<file path="config.mk">
export PLATFORM = sky130hd
export DESIGN_NAME = univ_shift_engine
export DESIGN_NICKNAME = d
export VERILOG_FILES = /design/src/rtl/univ_shift_pkg.sv /design/src/rtl/univ_shift_step.sv /design/src/rtl/univ_shift_engine.sv
export SDC_FILE = /design/constraint.sdc
export NUM_CORES = 1
export LEC_CHECK = 0
export ABC_CLOCK_PERIOD_IN_PS = 2200
export CORE_ASPECT_RATIO = 0.6
export CORE_MARGIN = 3
export CORE_UTILIZATION = 34
export CTS_CLUSTER_DIAMETER = 60
export DETAILED_ROUTE_END_ITERATION = 8
export GPL_TIMING_DRIVEN = 0
export SKIP_LAST_GASP = 1
export SLEW_MARGIN = 5
export SYNTH_ARGS = -nofsm -noshare
export SYNTH_HDL_FRONTEND = slang
export SYNTH_SLANG_ARGS = --single-unit
</file>
<file path="constraint.sdc">
create_clock -name clk -period 2.2 [get_ports clk]
set_clock_uncertainty 0.05 [all_clocks]
set_input_delay 0.33 -clock clk [delete_from_list [all_inputs] [get_ports clk]]
set_output_delay 0.33 -clock clk [all_outputs]
set_load 0.03 [all_outputs]
</file>
<file path="src/rtl/univ_shift_pkg.sv">
// Shared types for the universal shift engine.
// Opcodes, FSM states and an opcode classifier.
package univ_shift_pkg;

  localparam int OP_W = 3;

  typedef enum logic [OP_W-1:0] {
    OP_HOLD  = 3'd0,
    OP_SHL   = 3'd1,
    OP_LOAD  = 3'd2,
    OP_SHR   = 3'd3,
    OP_ROL   = 3'd4,
    OP_ROR   = 3'd5,
    OP_ASR   = 3'd6,
    OP_CLEAR = 3'd7
  } shift_op_e;

  typedef enum logic [1:0] {
    ST_IDLE = 2'd0,
    ST_RUN  = 2'd1,
    ST_DONE = 2'd2
  } shift_state_e;

  function automatic logic is_shift(
    input shift_op_e op
  );
    return (op == OP_SHL) || (op == OP_SHR) ||
           (op == OP_ROL) || (op == OP_ROR) ||
           (op == OP_ASR);
  endfunction

endpackage

</file>
<file path="src/rtl/univ_shift_step.sv">
// One-position next value of the shift register.
// Parallel ops (LOAD) are resolved by the caller.
module univ_shift_step
  import univ_shift_pkg::*;
#(
  parameter int WIDTH = 8
) (
  input  shift_op_e        op,
  input  logic [WIDTH-1:0] q,
  input  logic             s_in_lsb,
  input  logic             s_in_msb,
  output logic [WIDTH-1:0] nxt
);

  always_comb begin
    nxt = q;
    unique case (op)
      OP_HOLD:  nxt = q;
      OP_SHL:   nxt = {q[WIDTH-2:0], s_in_lsb};
      OP_LOAD:  nxt = q;
      OP_SHR:   nxt = {s_in_msb, q[WIDTH-1:1]};
      OP_ROL:   nxt = {q[WIDTH-2:0], q[WIDTH-1]};
      OP_ROR:   nxt = {q[0], q[WIDTH-1:1]};
      OP_ASR:   nxt = {q[WIDTH-1], q[WIDTH-1:1]};
      OP_CLEAR: nxt = '0;
      default:  nxt = q;
    endcase
  end

endmodule

</file>
<file path="src/rtl/univ_shift_engine.sv">
// Universal shift register with command handshake.
// Define UNIV_SHIFT_BARREL_EN for single-cycle multi-bit shifts.
module univ_shift_engine
  import univ_shift_pkg::*;
#(
  parameter int WIDTH = 8,
  localparam int AMT_W = $clog2(WIDTH) + 1
) (
  input  logic             clk,
  input  logic             rst_n,
  input  logic             ena,
  input  logic             cmd_valid,
  output logic             cmd_ready,
  input  logic [OP_W-1:0]  cmd_op,
  input  logic [AMT_W-1:0] cmd_amt,
  input  logic [WIDTH-1:0] d_in,
  input  logic             s_in_lsb,
  input  logic             s_in_msb,
  output logic [WIDTH-1:0] q,
  output logic             s_out_msb,
  output logic             s_out_lsb,
  output logic             busy,
  output logic             done
);

  shift_state_e     state;
  shift_op_e        op_r;
  shift_op_e        op_in;
  logic [AMT_W-1:0] cnt;
  logic [WIDTH-1:0] step_q;

  assign op_in     = shift_op_e'(cmd_op);
  assign cmd_ready = (state == ST_IDLE) && ena;
  assign busy      = (state == ST_RUN);
  assign done      = (state == ST_DONE);
  assign s_out_msb = q[WIDTH-1];
  assign s_out_lsb = q[0];

  univ_shift_step #(
    .WIDTH(WIDTH)
  ) u_step (
    .op       (op_r),
    .q        (q),
    .s_in_lsb (s_in_lsb),
    .s_in_msb (s_in_msb),
    .nxt      (step_q)
  );

`ifdef UNIV_SHIFT_BARREL_EN
  // Rotates wrap modulo WIDTH; shifts saturate to the fill bit.
  function automatic logic [WIDTH-1:0] barrel(
    input shift_op_e        op,
    input logic [WIDTH-1:0] v,
    input logic [AMT_W-1:0] k,
    input logic             fl,
    input logic             fm
  );
    logic [WIDTH-1:0] r;
    logic [WIDTH-1:0] ones;
    logic [AMT_W-1:0] kr;
    ones = '1;
    kr   = AMT_W'(k % AMT_W'(WIDTH));
    r    = v;
    unique case (op)
      OP_SHL:
        r = (k >= AMT_W'(WIDTH)) ? {WIDTH{fl}} :
            (v << k) | ({WIDTH{fl}} & ~(ones << k));
      OP_SHR:
        r = (k >= AMT_W'(WIDTH)) ? {WIDTH{fm}} :
            (v >> k) | ({WIDTH{fm}} & ~(ones >> k));
      OP_ROL:
        r = (v << kr) | (v >> (AMT_W'(WIDTH) - kr));
      OP_ROR:
        r = (v >> kr) | (v << (AMT_W'(WIDTH) - kr));
      OP_ASR:
        r = WIDTH'($signed(v) >>> k);
      default: r = step_q;
    endcase
    return r;
  endfunction
`endif

  always_ff @(posedge clk or negedge rst_n) begin
    if (!rst_n) begin
      q     <= '0;
      state <= ST_IDLE;
      cnt   <= '0;
      op_r  <= OP_HOLD;
    end else if (ena) begin
      unique case (state)
        ST_IDLE: begin
          if (cmd_valid) begin
            op_r <= op_in;
            unique case (1'b1)
              (op_in == OP_LOAD): begin
                q     <= d_in;
                state <= ST_DONE;
              end
              (op_in == OP_CLEAR): begin
                q     <= '0;
                state <= ST_DONE;
              end
              is_shift(op_in): begin
                cnt   <= cmd_amt;
                state <= (cmd_amt == '0) ? ST_DONE : ST_RUN;
              end
              default: state <= ST_DONE;
            endcase
          end
        end
        ST_RUN: begin
`ifdef UNIV_SHIFT_BARREL_EN
          q     <= barrel(op_r, q, cnt, s_in_lsb, s_in_msb);
          cnt   <= '0;
          state <= ST_DONE;
`else
          q   <= step_q;
          cnt <= cnt - 1'b1;
          if (cnt == AMT_W'(1)) state <= ST_DONE;
`endif
        end
        ST_DONE: state <= ST_IDLE;
        default: state <= ST_IDLE;
      endcase
    end
  end

endmodule

</file>
### Word level (Yosys, flattened, before mapping)

Cells that the tools add are included.

* add/subtract/negate cells: 1
* equal/unequal tests: 23
* multiplexer cells: 12
* reductions and logical operators: 15

Operators with widths (number)
* one-hot mux 8 bit (6 select lines): 1
* one-hot mux 8 bit (2 select lines): 2
* == test 3 bit, second input constant: 8
* == test 3 x 2 -> 1 bit, second input constant: 4
* 2-to-1 mux 2 bit: 4
* 2-to-1 mux 4 bit: 2
* 2-to-1 mux 8 bit: 1
* one-hot mux 4 bit (2 select lines): 1
* == test 3 x 1 -> 1 bit, second input constant: 2
* inequality test 2 bit, second input constant: 3
* AND reduction 3 bit: 2
* AND reduction 6 bit: 1
* AND reduction 5 bit: 1
* == test 4 x 1 -> 1 bit, second input constant: 1
* zero test 4 bit: 1
* logical OR 1 bit: 4
* inequality test 2 x 1 -> 1 bit, second input constant: 2
* one-hot mux 2 bit (2 select lines): 1
* AND reduction 4 bit: 1
* subtractor 4 x 1 -> 4 bit, second input constant: 1
* zero test 3 bit: 1
* inequality test 3 x 1 -> 1 bit, second input constant: 1
* == test 2 x 1 -> 1 bit, second input constant: 1
* == test 2 bit, second input constant: 1
* other kinds (4): 4

* flip-flop bits (word level): 17
* input bits: 21
* output and inout port bits: 13

### Logic depth before layout (Yosys ltp)

Gate-level depths: netlist (run 1).

* depth in word-level cells: 8
* depth in mapped cells: 6
* mapped depth without buffers: 5

### Cells and area by module

Synthesis (run 1) repeated with hierarchy kept, for this count alone.

* cell total of the unflattened synthesis: 140
* area, all modules: 1261.2 µm²

By module, submodules not included
* univ_shift_engine: instances 1, cells an instance 100, area each 948.4 µm², seq. area each 425.4 µm²
* univ_shift_step: instances 1, cells an instance 40, area each 312.8 µm², seq. area each 0.0 µm²

### Worst setup path before layout (run 1)

Ideal clock, no wire load.

* kind: register to register
* from: register state[1]
* to: register op_r[0]
* arrival: 1.657 ns
* slack: 0.368 ns
* cell stages (with the launch flop): 5
* clock period less this slack: 1.832 ns
* cell sequence: dfrtp_1 > nand2b_1 > nor2_1 > and2_1 > mux2_2

* word-level cells in the longest chain between the ends: 2

Ends and longest elaborated chain
* start, declared: RTL line univ_shift_engine.sv:26 `shift_state_e state;`
* start signal, assigned: RTL line univ_shift_engine.sv:105 `state <= (cmd_amt == '0) ? ST_DONE : ST_RUN;`
* zero test 2 bit: RTL line univ_shift_engine.sv:90 `unique case (state)`
* AND reduction 3 bit (no source line)
* end signal, assigned: RTL line univ_shift_engine.sv:93 `op_r <= op_in;`
* end, declared: RTL line univ_shift_engine.sv:27 `shift_op_e op_r;`

No other way between the ends.
A chain may end at the register's enable or synchronous reset.

### Worst setup path after layout (run 1)

* from: register state[1]
* to: output busy

* word-level cells in the longest chain between the ends: 1

Ends and longest elaborated chain
* == test 2 x 1 -> 1 bit: RTL line univ_shift_engine.sv:34 `assign busy = (state == ST_RUN);`
* end, declared: RTL line univ_shift_engine.sv:22 `output logic busy,`

No other way between the ends.

==> flow_summary.ini, run 1 <==
[clock_network]
clock-sinks = 17
cts_tree = built
root_buffer = clkbuf_8
worst_skew_pair.late_latency_ns = 0.26
ctsHoldBuffers = 0
cts_resized = 2
h-tree-depth = 1
cts_setup_buffers = 0
path_clk_slew_ns = 0.07
cts.path.max_buffers = 2
cts_buffers = 3

[timing]
setup_viol = 0
worst_pin_slew_ns = 0.807
max_freq_mhz = 485
period_minus_slack_ns = 2.06
maxSlewViolCount = 0
setup-tns-final_ns = 0
slew_headroom = 0.458
holdWs_ns = 0.476
hold_viol_final = 0
finalCritPeriodShare = 0.937
rsz0062_at_grt = no

[routing]
drt-total-wl_um = 3280
num_vias = 1098
viasPerCell = 5.44
drcViolationCount = 0
first_iter_violations = 91
drt_first_pass_iters = 7
ant_nets = 0
wl_per_cell_um = 16.3

[worst_setup_path]
critPathRequiredTime_ns = 1.82
reg2reg_to = q[6]
timing.rr.start = op_r[1]
ff2ff_setup_slack_ns = 0.37
cp.arrival_ns = 1.68
crit_fanout = 10
cp-start-kind = flip-flop
path_class = reg -> out
r2r_cells = 5
end_kind = output pin

[finish]
antenna_cells = 0
drive_gt1_frac = 0.113
area_growth_pct = 36.0
final_core_util = 0.522
instances_no_fill = 202
nets = 184
num-fill-cells = 268

[pwr]
peakVddDrop_mv = 0.621
leakagePower_nw = 0.678
power_mw = 2.47
power_density_mw_per_mm2 = 1540

[logic_synthesis]
ys_types = 38
syn_inst = 123
ys_seq_area_frac = 0.360
synthArstFlopShare = 1.00
synth-seq-cells = 17
syn-cell-area_mm2 = 0.00118
synth_edf_count = 0
synth_area_per_cell_um2 = 9.60
yosys_warnings = 0
synthFlopType = dfrtp_1
synth_nets = 146

[placement]
place.gp.congestion = 0.858
dpl.cell_count = 198
portBuffers = 33
dp.final_hpwl_um = 2550

[floorplanning]
core_area_mm2 = 0.00308
dieArea_mm2 = 0.00424
die_w_um = 82.1
chipHeight_um = 51.7
start_util = 0.384
ioPinCount = 34
rows = 15

[hold_path]
hold_start = cnt[3]
worstHoldPathCells = 1
min_to = cnt[3]
worst_hold_path_type = reg -> reg

[global_routing]
grt_max_degree = 18
antenna_found_initial = 0
track_usage = 0.172
grt_pass1_wl_um = 5410
grt-ovfl-total = 0
first_global_vias = 1023

[status]
status = finished, final reports clean

[job]
cap_violations = 0
## per-layer routing
layer / up-vias / global-route usage / share of wire
li1: 528 / - / -
met1: 536 / 0.269 / 0.50
met2: 30 / 0.225 / 0.42
met3: 4 / 0.0484 / 0.070
met4: 0 / 0.0387 / 0.0076
met5: - / 0 / 0
## logic make-up after synthesis
logic type | Yosys count | synth area share
xor gates and xnor gates | 1 | 0.00742
DFF | 17 | 0.360
muxes | 20 | 0.180
adders and majority gates | 2 | 0.0212
and+or+nand+nor | 31 | 0.129
buffers and inverters | 18 | 0.0688
AOI/OAI and AO/OA | 34 | 0.233
## how the worst max path moves through the flow
stage | startpoint | to | slack, ns
after global routing | state[1] | busy | 0.05
after global placement | ena | cmd_ready | -0.09
after CTS | state[1] | busy | 0.14
after detailed placement | ena | cmd_ready | -0.07
final | state[1] | busy | 0.14
after floorplan | state[1] | op_r[0] | 0.37
## final cells by class
| type | instances | area, µm² | share of cell area |
|---|---|---|---|
| Multi-Input combinational cell | 88 | 674 | 0.420 |
| Sequential cell | 17 | 425 | 0.265 |
| Clock buffer | 4 | 45.0 | 0.0280 |
| Timing Repair Buffer | 33 | 328 | 0.204 |
| Tap cell | 42 | 52.6 | 0.0327 |
| Buffer | 8 | 43.8 | 0.0273 |
| Inverter | 10 | 37.5 | 0.0234 |
## flip-flops by register name, summed over array words and instances, names as in the netlist
signal / flops
cnt: 4
q: 8
op_r: 3
state: 2
## where the power goes
| part | leakage [nW] | internal, mW | switching, mW |
|---|---|---|---|
| combinational | 0.451 | 0.699 | 0.918 |
| clock | 0.0228 | 0.129 | 0.115 |
| sequential | 0.204 | 0.470 | 0.136 |
## worst max-delay path: stages (launching register included)
cell and delay [ns]:
dfrtp_1 0.43, nand2b_1 0.22, buf_2 0.21, inv_1 0.14
dlygate4sd2_1 0.43
## synth_stat cells (2+ instances only)
library cell	number	share of area
a31oi_1	3	0.016
dfrtp_1	17	0.36
o21ai_0	3	0.013
mux2_1	2	0.019
buf_2	5	0.021
mux2_2	4	0.038
inv_1	10	0.032
nor2_1	12	0.038
and2_1	2	0.011
a32oi_1	2	0.015
mux2i_1	13	0.11
buf_4	2	0.013
nand2b_1	4	0.021
nor2b_1	4	0.021
a21oi_1	7	0.030
a222oi_1	6	0.051
ha_1	2	0.021
nand2_1	3	0.0095
nor3_1	3	0.013
## metrics by stage
stage	cell area [µm²]	setup slack [ns]
2_1_floorplan	1180	0.368
3_3_place_gp	1560	-0.0925
3_5_place_dp	1560	-0.0662
4_1_cts	1610	0.137
5_1_grt	1610	0.0479
6_report	1610	0.139
## cell usage in the layout, fill, tap and decap left out, types with 2 or more instances in the layout
master,synthesis,routed
clkdlybuf4s50_1,0,31
dfrtp_1,17,17
mux2i_1,13,13
nor2_1,12,12
inv_1,10,10
a21oi_1,7,7
a222oi_1,6,6
buf_2,5,5
nand2b_1,4,4
nor2b_1,4,4
mux2_2,4,4
o21ai_0,3,3
nor3_1,3,3
nand2_1,3,3
a31oi_1,3,3
clkbuf_8,0,3
a32oi_1,2,2
and2_1,2,2
clkbuf_1,1,2
mux2_1,2,2
ha_1,2,2
buf_4,2,2
dlygate4sd2_1,0,2
Power figures use the tool's default switching activity.
==> run 2: changes to the inputs <==
GPL_TIMING_DRIVEN = unset   (was 0)
SETUP_SLACK_MARGIN = 0.05   (was unset)
==> run 2 against run 1 <==
Against the previous run:
- first-iteration DRC count is 11% lower
- flip-flop and latch count is the same
- cell count did not move
- via count shrank 0.36%
- register-to-register slack improved by 0.11 ns
- largest cell class unchanged
==> flow_summary.ini, run 2 (synthesis gave the netlist of run 1 again) <==
[routing]
first_iter_violations = 81
drcViolationCount = 0
drt_first_pass_iters = 4
wl_met2_um = 1330
viasPerCell = 5.42
wl_per_cell_um = 16.0
dr.max_layer_used = met4
dr_wl_met3_um = 215
num_vias = 1094
m1WireLength_um = 1690
drt-total-wl_um = 3240
ant_nets = 0

[timing]
rsz0062_at_grt = no
finalCritPeriodShare = 0.855
worst_pin_slew_ns = 0.402
setup-tns-final_ns = 0
holdWs_ns = 0.353
setup_slack_ns = 0.320
period_minus_slack_ns = 1.88
max_freq_mhz = 532
setup_viol = 0
slew_headroom = 0.732
maxSlewViolCount = 0
hold_viol_final = 0

[finish]
drive_gt1_frac = 0.131
nets = 184
top_register = q
antenna_cells = 0
largest_register_ff_count = 8
layout_commonest_cell = clkdlybuf4s50_1
area_growth_pct = 37.7
reg.largest.list = q (8), cnt (4), op_r (3)
final_core_util = 0.528
layout_common_cells = clkdlybuf4s50_1, dfrtp_1, mux2i_1

[floorplanning]
start_util = 0.384
dieArea_mm2 = 0.00424
rows = 15
ioPinCount = 34
chipHeight_um = 51.7
die_w_um = 82.1
core_area_mm2 = 0.00308

[global_routing]
grt_max_degree = 18
first_global_vias = 1018
antenna_found_initial = 0
track_usage = 0.166
grt_pass1_wl_um = 5290
grt-ovfl-total = 0

[pwr]
p_seq_frac = 0.277
power_density_mw_per_mm2 = 1530
power.internal_mw = 1.31
power_frac_comb = 0.628
power_mw = 2.48
power.switching_mw = 1.17
switching_share = 0.471
leakagePower_nw = 0.697
pwr-share-clk = 0.096
peakVddDrop_mv = 0.616

[placement]
portBuffers = 33
dp_worst_setup_slack_ns = 0.136
dp.final_hpwl_um = 2610
place.gp.congestion = 0.871

[clock_network]
cts.path.max_buffers = 2
clock-sinks = 17
cts_tree = built
root_buffer = clkbuf_8
cts_buffers = 3
h-tree-depth = 1
path_clk_slew_ns = 0.07
worst_skew_pair.late_latency_ns = 0.25

[worst_setup_path]
ff2ff_setup_slack_ns = 0.48
cp-start-kind = flip-flop
critPathRequiredTime_ns = 1.82
end_kind = output pin
crit_fanout = 6
reg2reg_to = q[2]
r2r_cells = 5
path_class = reg -> out
timing.rr.start = state[1]
cp.arrival_ns = 1.50

[status]
status = finished, final reports clean

[hold_path]
worst_hold_path_type = in -> async

[job]
cap_violations = 0
==> run 2: cell types whose count changed in the layout (fill, tap and decap cells not counted), sizes merged <==
cell | before | now
clkbuf | 5 | 3
clkinv | 0 | 1
buf | 7 | 9
dlygate4sd2 | 2 | 0
dlymetal6s2s | 0 | 1
==> run 2: repair_timing <==
| action | CTS | global route |
|---|---|---|
| hold buffers | 0 | 0 |
| setup buffers | 0 | 0 |
| setup endpoints to repair | 0 | 1 |
| resized for setup | 0 | 1 |
==> run 2: routing by layer <==
layer  global-route usage  up-vias
met3               0.0415        2
li1                     -      529
met2                0.228       39
met1                0.260      524
met5                    0        -
met4               0.0249        0
==> run 2: power groups by stage <==
| stage | Combinational, mW | Clock, mW | Sequential, mW |
|---|---|---|---|
| floorplan | 1.00 | 0 | 0.724 |
| global placement | 1.54 | 0 | 0.682 |
| detailed placement | 1.55 | 0 | 0.693 |
| CTS | 1.56 | 0.246 | 0.686 |
| global route | 1.69 | 0.259 | 0.726 |
| finish | 1.56 | 0.238 | 0.687 |
==> run 2: worst max path at each step <==
stage,start,slack [ns],cells after the start,end
floorplan,state[1],0.37,4,op_r[0]
global placement,cmd_op[2],0.16,6,q[3]
detailed placement,cmd_op[2],0.14,6,q[3]
CTS,state[1],0.09,3,busy
global route,state[1],0.22,2,done
finish,state[1],0.32,2,done
==> run 2: through the flow <==
stage | instances | cell area [µm²]
after global routing | 202 | 1630
after global placement | 198 | 1580
after floorplan | 123 | 1180
after detailed placement | 198 | 1580
after CTS | 202 | 1620
final | 202 | 1630
==> run 2: final cells by class <==
class | instances | area [µm²]
Clock buffer | 3 | 41.3
Clock inverter | 1 | 5.00
Fill cell | 296 | 1450
Inverter | 10 | 37.5
Multi-Input combinational cell | 88 | 674
Sequential cell | 17 | 425
Tap cell | 42 | 52.6
Timing Repair Buffer | 41 | 390
==> run 2: critical path: stages, from the launching register on <==
cell,delay [ns]
dfrtp_1,0.42
nor2b_1,0.15
clkdlybuf4s50_1,0.67
